`config.mk`:
```
export PLATFORM = sky130hd
export DESIGN_NAME = sprite_ram_writer
export DESIGN_NICKNAME = d
export VERILOG_FILES = /design/src/rtl/sprite_ram_writer.sv
export SDC_FILE = /design/constraint.sdc
export NUM_CORES = 1
export LEC_CHECK = 0
export BUFFER_PORTS_ARGS = -buffer_cell sky130_fd_sc_hd__buf_2
export CORE_MARGIN = 2
export CORE_UTILIZATION = 63
export CTS_BUF_LIST = sky130_fd_sc_hd__clkbuf_4
export CTS_CLUSTER_SIZE = 40
export DETAILED_ROUTE_END_ITERATION = 12
export GPL_TIMING_DRIVEN = 0
export PLACE_DENSITY = 0.89
export SLEW_MARGIN = 20
export SYNTH_ARGS = -nofsm -noshare
export SYNTH_HDL_FRONTEND = slang
export SYNTH_SLANG_ARGS = --single-unit
```
`constraint.sdc`:
```
create_clock -name pixel_clk -period 4.3 [get_ports pixel_clk]
set_input_delay 0.86 -clock pixel_clk [delete_from_list [all_inputs] [get_ports pixel_clk]]
set_output_delay 0.86 -clock pixel_clk [all_outputs]
set_load 0.01 [all_outputs]
```
`src/rtl/sprite_ram_writer.sv`:
```
// Sprite image loader: unpacks 2-bit pixels from host bytes and drives the
// write port of the sprite RAM, one pixel per clock in raster order.
module sprite_ram_writer #(
  parameter int WIDTH  = 110,
  parameter int HEIGHT = 59,
  parameter int ADDR_W = 13
) (
  input  logic              pixel_clk,
  input  logic              reset,
  input  logic              start,
  input  logic              abort,
  input  logic [7:0]        byte_in,
  input  logic              byte_valid,
  output logic              byte_ready,
  output logic              wr_en,
  output logic [ADDR_W-1:0] wr_addr,
  output logic [1:0]        wr_data,
  output logic              busy,
  output logic              done
);

  localparam int COL_W = (WIDTH > 1) ? $clog2(WIDTH) : 1;
  localparam int ROW_W = (HEIGHT > 1) ? $clog2(HEIGHT) : 1;
  localparam logic [COL_W-1:0]  COL_LAST = COL_W'(WIDTH - 1);
  localparam logic [ADDR_W-1:0] PIX_LAST = ADDR_W'(WIDTH * HEIGHT - 1);

  typedef enum logic [1:0] {IDLE, FETCH, WRITE, DONE} state_t;

  state_t            state_q, state_d;
  logic [COL_W-1:0]  col_q;
  logic [ROW_W-1:0]  row_q;
  logic [ADDR_W-1:0] pix_cnt_q;
  logic [ADDR_W-1:0] addr_q;
  logic [1:0]        slot_q;
  logic [7:0]        byte_q;
  logic              take_byte;

  // abort outranks a byte arriving in the same cycle
  assign take_byte = (state_q == FETCH) && byte_valid && !abort;

  always_ff @(posedge pixel_clk or posedge reset) begin
    if (reset) state_q <= IDLE;
    else       state_q <= state_d;
  end

  // NOTE: every variable in a combinational block gets a default first so no latch is inferred.
  always_comb begin
    state_d = state_q;
    unique case (state_q)
      IDLE:  if (start) state_d = FETCH;
      FETCH: begin
        if (abort)          state_d = IDLE;
        else if (take_byte) state_d = WRITE;
      end
      WRITE: begin
        if (abort)                       state_d = IDLE;
        else if (pix_cnt_q == PIX_LAST)  state_d = DONE;
        else if (slot_q == 2'd3)         state_d = FETCH;
      end
      DONE:  state_d = IDLE;
      default: state_d = IDLE;
    endcase
  end

  // NOTE: sequential state uses non-blocking assignments so every register samples pre-edge values.
  always_ff @(posedge pixel_clk or posedge reset) begin
    if (reset) begin
      col_q     <= '0;
      row_q     <= '0;
      pix_cnt_q <= '0;
      addr_q    <= '0;
      slot_q    <= '0;
      byte_q    <= '0;
    end else begin
      if (state_q == IDLE && start) begin
        col_q     <= '0;
        row_q     <= '0;
        pix_cnt_q <= '0;
        addr_q    <= '0;
      end
      if (take_byte) begin
        byte_q <= byte_in;
        slot_q <= '0;
      end
      if (state_q == WRITE) begin
        slot_q    <= slot_q + 2'd1;
        pix_cnt_q <= pix_cnt_q + 1'b1;
        addr_q    <= addr_q + 1'b1;
        if (col_q == COL_LAST) begin
          col_q <= '0;
          row_q <= row_q + 1'b1;
        end else begin
          col_q <= col_q + 1'b1;
        end
      end
    end
  end

  // Outputs decode registers only, so no input reaches an output combinationally.
  assign byte_ready = (state_q == FETCH);
  assign wr_en      = (state_q == WRITE);
  assign busy       = (state_q != IDLE);
  assign done       = (state_q == DONE);
  assign wr_addr    = addr_q;

  always_comb begin
    wr_data = byte_q[7:6];
    unique case (slot_q)
      2'd0: wr_data = byte_q[7:6];
      2'd1: wr_data = byte_q[5:4];
      2'd2: wr_data = byte_q[3:2];
      2'd3: wr_data = byte_q[1:0];
      default: wr_data = byte_q[7:6];
    endcase
  end

endmodule

```
Yosys cells after proc, flatten, opt, wreduce, memory -nomap -nowiden:

Cells that the tools add are included.

* bits in registers: 38
* output and inout port bits: 19

* $add $sub $neg: 3
* equality and inequality tests: 10
* mux-type cells: 13
* reductions and logical operators: 10

Operators by type and width (number)
* 13-bit two-way mux: 3
* 13-bit by 1-bit adder with 13-bit output, second input constant: 2
* 2-bit two-way mux: 8
* 2-bit case mux with 4 select lines: 2
* 13-bit equality test, second input constant: 1
* 2-bit equality test, second input constant: 4
* 2-bit nonzero test: 3
* 2-bit by 1-bit equality test with 1-bit output, second input constant: 2
* 2-bit logical NOT: 2
* 4-bit by 2-bit inequality test with 1-bit output, second input constant: 1
* 1-bit logical AND: 3
* 3-bit by 2-bit inequality test with 1-bit output, second input constant: 1
* 3-bit AND reduction: 1
* 2-bit by 1-bit adder with 2-bit output, second input constant: 1
* 2-bit inequality test, second input constant: 1
* 1-bit logical NOT: 1

Longest topological paths before layout:

* word-level depth: 6
* depth in mapped cells: 6

Worst setup path after synthesis:

OpenSTA, ideal clock, no wires.

* kind: register to output
* start point: register slot_q[0]
* end point: output port wr_data[0]
* arrival: 1.063 ns
* setup slack: 2.377 ns
* stages on the path, launching flop included: 4
* cell sequence: dfrtp_1 -> ha_1 -> a222oi_1 -> mux2i_1

* word-level cells in the longest chain between the ends: 2
* elaborated cells between the ends (all ways): 5

Ends and longest elaborated chain
* start, declared: RTL line 34 `logic [1:0] slot_q;`
* start signal, assigned: RTL line 86 `slot_q <= slot_q + 2'd1;`
* 2-bit equality test (tied with other cells): RTL line 108 `unique case (slot_q)`
* 2-bit case mux with 4 select lines (*): RTL line 108
* end, declared: RTL line 17 `output logic [1:0] wr_data,`

Every way passes the cells marked *; elsewhere a longest branch is shown, timed or not.

Worst setup path in the final report:

* start point: register state_q[0]
* end point: output port wr_en

* word-level cells in the longest chain between the ends: 1

Ends and longest elaborated chain
* start, declared: RTL line 29 `state_t state_q, state_d;`
* start signal, assigned: RTL line 43 `else state_q <= state_d;`
* 2-bit equality test: RTL line 101 `assign wr_en = (state_q == WRITE);`
* end, declared: RTL line 15 `output logic wr_en,`

No other way between the ends.

==> reports/qor.csv <==
stage;metric;value;unit
run_status;status;complete, no violations;
setup_path;Crit Path Category;reg2out;
synth;synthesized area;2040;um2
setup_path;WP buf/inv;4;
synth;number of flops mapped to enable cells by yosys;0;
sta;Worst Skew;12.6;ps
synth;YS warnings;0;
placed_design;Final Wtd Congestion;0.838;
grt;Total Routing Usage GR;0.268;
finish;Seq. cell area;951;um2
sta;Worst-Margin Slew;723;ps
setup_path;CP max stage cell;dfrtp_1;
route;drt wl/cell;15.6;um
cts;setup bufs post-CTS;0;
cts;CTS tree;built;
finish;area added between synthesis and finish;14.3;%
cts;clock transition at the registers of the reported paths;120;ps
grt;vias in the first global route;1556;
finish;proportion of layout cells with a drive suffix above 1;0.247;
route;Vias/cell;6.12;
floorplan;Core Area;3050;um2
route;Initial DRC Count;115;
setup_path;crit path DAT;1780;ps
sta;setup TNS;0;ps
grt;first-pass GRT wire length;7.11;mm
cts;Root Buffer;clkbuf_4;
sta;final worst path period need;2640;ps
synth;ys async rst share;1.00;
power;peak supply drop;0.318;mV
synth;post-synthesis cell type count;43;
route;# DRC;0;
cts;Max clock buf depth;2;
cts;Clk Latency, worst-skew pair;360;ps
run;max cap viols;0;
route;Initial DRT Pass Iterations;4;
power;Comb pwr share;0.329;
sta;RSZ-0062 raised after global routing;no;
power;share of power burned in registers;0.477;
sta;f_max;378;MHz
finish;fin nets;258;
synth;Syn Inst Count;199;
sta;slew margin rel.;0.517;
finish;antenna fix cells;0;
power;P_int;0.000632;W
floorplan;Die W;60.8;um
synth;area leader, netlist;dfrtp_1;
cts;post-CTS sizing;0;
setup_path;critical path cell sequence;nand2b_1 -> buf_2 -> inv_1 -> clkbuf_1 -> buf_2;
setup_path;crit start category;register;
floorplan;die area;3700;um2
route;WL final;4.43;mm
min_path;hold crit path type;in2async;
synth;Synth Area per Inst;10.2;um2
grt;largest net degree at the start of global routing;24;
power;switching share of power;0.355;
synth;syn_nets;219;
sta;Tcrit/Tclk final;0.615;
synth;most instantiated cells after synthesis;38 x dfrtp_1, 21 x nand2_1, 12 x o21ai_0;
synth;register bit count reported by yosys;38;
power;Net Switching;0.000348;W
finish;Filler cells;213;
sta;Hold Violations, Final;0;
placed_design;DP Wirelength;3.11;mm
cts;hold buffers post-CTS;0;
setup_path;Worst EP required;3440;ps
power;Leakage;1.05;nW
cts;htree depth;2;
setup_path;Critical Path Fanout Max;10;
synth;Synth Flop Type;dfrtp_1;
synth;share of the synthesized area in the top cell type;0.467;
route;detailed-route via count;1732;
floorplan;initial core utilization;0.667;
grt;gr ovfl total;0;
setup_path;Max stage delay on crit path;450;ps
cts;TritonCTS buffer count;5;
route;Routed Antenna Nets;0;
cts;Num Clock Sinks;38;
placed_design;port bufs;31;
placed_design;placed cell area;2270;um2
power;clock group share of total power;0.194;
setup_path;crit end category;output port;
grt;initial antenna violation count;0;
floorplan;# IOs;32;
setup_path;Top cell by count, worst path;buf_2;
sta;Setup Viol. Count Final;0;
synth;count leader, synth;dfrtp_1;
power;P per Cell Area;421;nW/um2
synth;register area share after synthesis;0.467;
floorplan;Rows;20;
floorplan;DIE HEIGHT;60.8;um
finish;area of the multi-input gates;995;um2
sta;fin. max-slew vios;0;
finish;cell area after layout;2330;um2
synth;synth top area cells;dfrtp_1 47%, ha_1 4.3%, mux2i_1 3.9%, nand2_1 3.9%, mux2_2 3.3%;
setup_path;Top Family by Delay on Critical Path;buffers and inverters;
## layout by cell type (no fill, tap or decap), drive strengths merged, types with 2 or more instances in the layout
cell type  netlist  final
a222oi           2      2
inv             11     11
o22ai            3      3
buf              5     37
nand2           21     21
nor4             6      6
clkinv           0      2
or4              3      3
nand4            7      7
a2bb2oi          3      3
o311ai           4      4
clkbuf           6     12
ha               7      7
dfrtp           38     38
nand3            9      9
o31ai            6      6
a22o             3      3
o41ai            3      3
nor3             5      5
mux2             6      6
mux2i            8      8
and2             3      3
nor2b            5      5
o211ai           4      4
a31oi            2      2
nor3b            2      2
nand4b           2      2
o21ai           12     12
## sequential cells by signal (all words and copies together), names as in the netlist
name / cells
byte_q: 8
pix_cnt_q: 13
slot_q: 2
state_q: 2
wr_addr: 13
## worst register-to-register path, delay by kind of cell (launching register included)
kind	cells	cell delay, ps
AOI/OAI and AO/OA	2	820
and+or+nand+nor	1	150
DFF	1	450
buffers and inverters	1	200
## power groups by stage
stage                     clock network, W  logic [W]  registers (W)
final                             0.000190   0.000322       0.000467
after global routing              0.000205   0.000366       0.000475
after CTS                         0.000189   0.000323       0.000467
after detailed placement                 0   0.000322       0.000474
after global placement                   0   0.000309       0.000470
after floorplan                          0   0.000228       0.000460
## layer usage
layer,GRT usage,vias up,share of wire
li1,-,830,-
met1,0.351,818,0.45
met2,0.415,78,0.48
met3,0.0853,6,0.063
met4,0.109,0,0.0099
met5,0,-,0
## worst paths after layout
kind                             start       endpoint  slack [ps]  cells after the start
setup / recovery            state_q[0]          wr_en        1660                      5
hold / removal                   reset   pix_cnt_q[7]         470                      2
setup reg to reg            state_q[1]  pix_cnt_q[11]        2620                      4
hold reg to reg            wr_addr[12]    wr_addr[12]         480                      1
max in group asynchronous        reset      byte_q[6]        3390                      3
min in group pixel_clk     wr_addr[12]    wr_addr[12]         480                      1
## area by class of cell
class,count,area share
buffer,11,0.0210
sequential,38,0.409
timing repair buffer,32,0.0785
clock buffer,6,0.0194
inverter,11,0.0177
clock inverter,2,0.00376
tap,44,0.0237
multi-input combinational,139,0.427
## logic make-up after synthesis
group                    after synthesis  synth area share
AO/OA/AOI/OAI                         45             0.160
XOR/XNOR                               1           0.00430
adder cells (fa/ha/maj)                7            0.0430
buffers and inverters                 22            0.0443
flip-flops                            38             0.467
multiplexers                          14            0.0725
AND/OR/NAND/NOR                       72             0.209
## metrics by stage
stage          std cells  utilization  hold slack [ps]  power (W)  setup WS [ps]
6_report             283        0.762              466   0.000979           1660
5_1_grt              283        0.762              475    0.00105           1580
4_1_cts              283        0.762              474   0.000979           1680
3_5_place_dp         275        0.745              469   0.000796           2080
3_3_place_gp         274        0.736              460   0.000778           2080
2_1_floorplan        199            -              439   0.000688           2380
(Power assumes the default switching activity.)
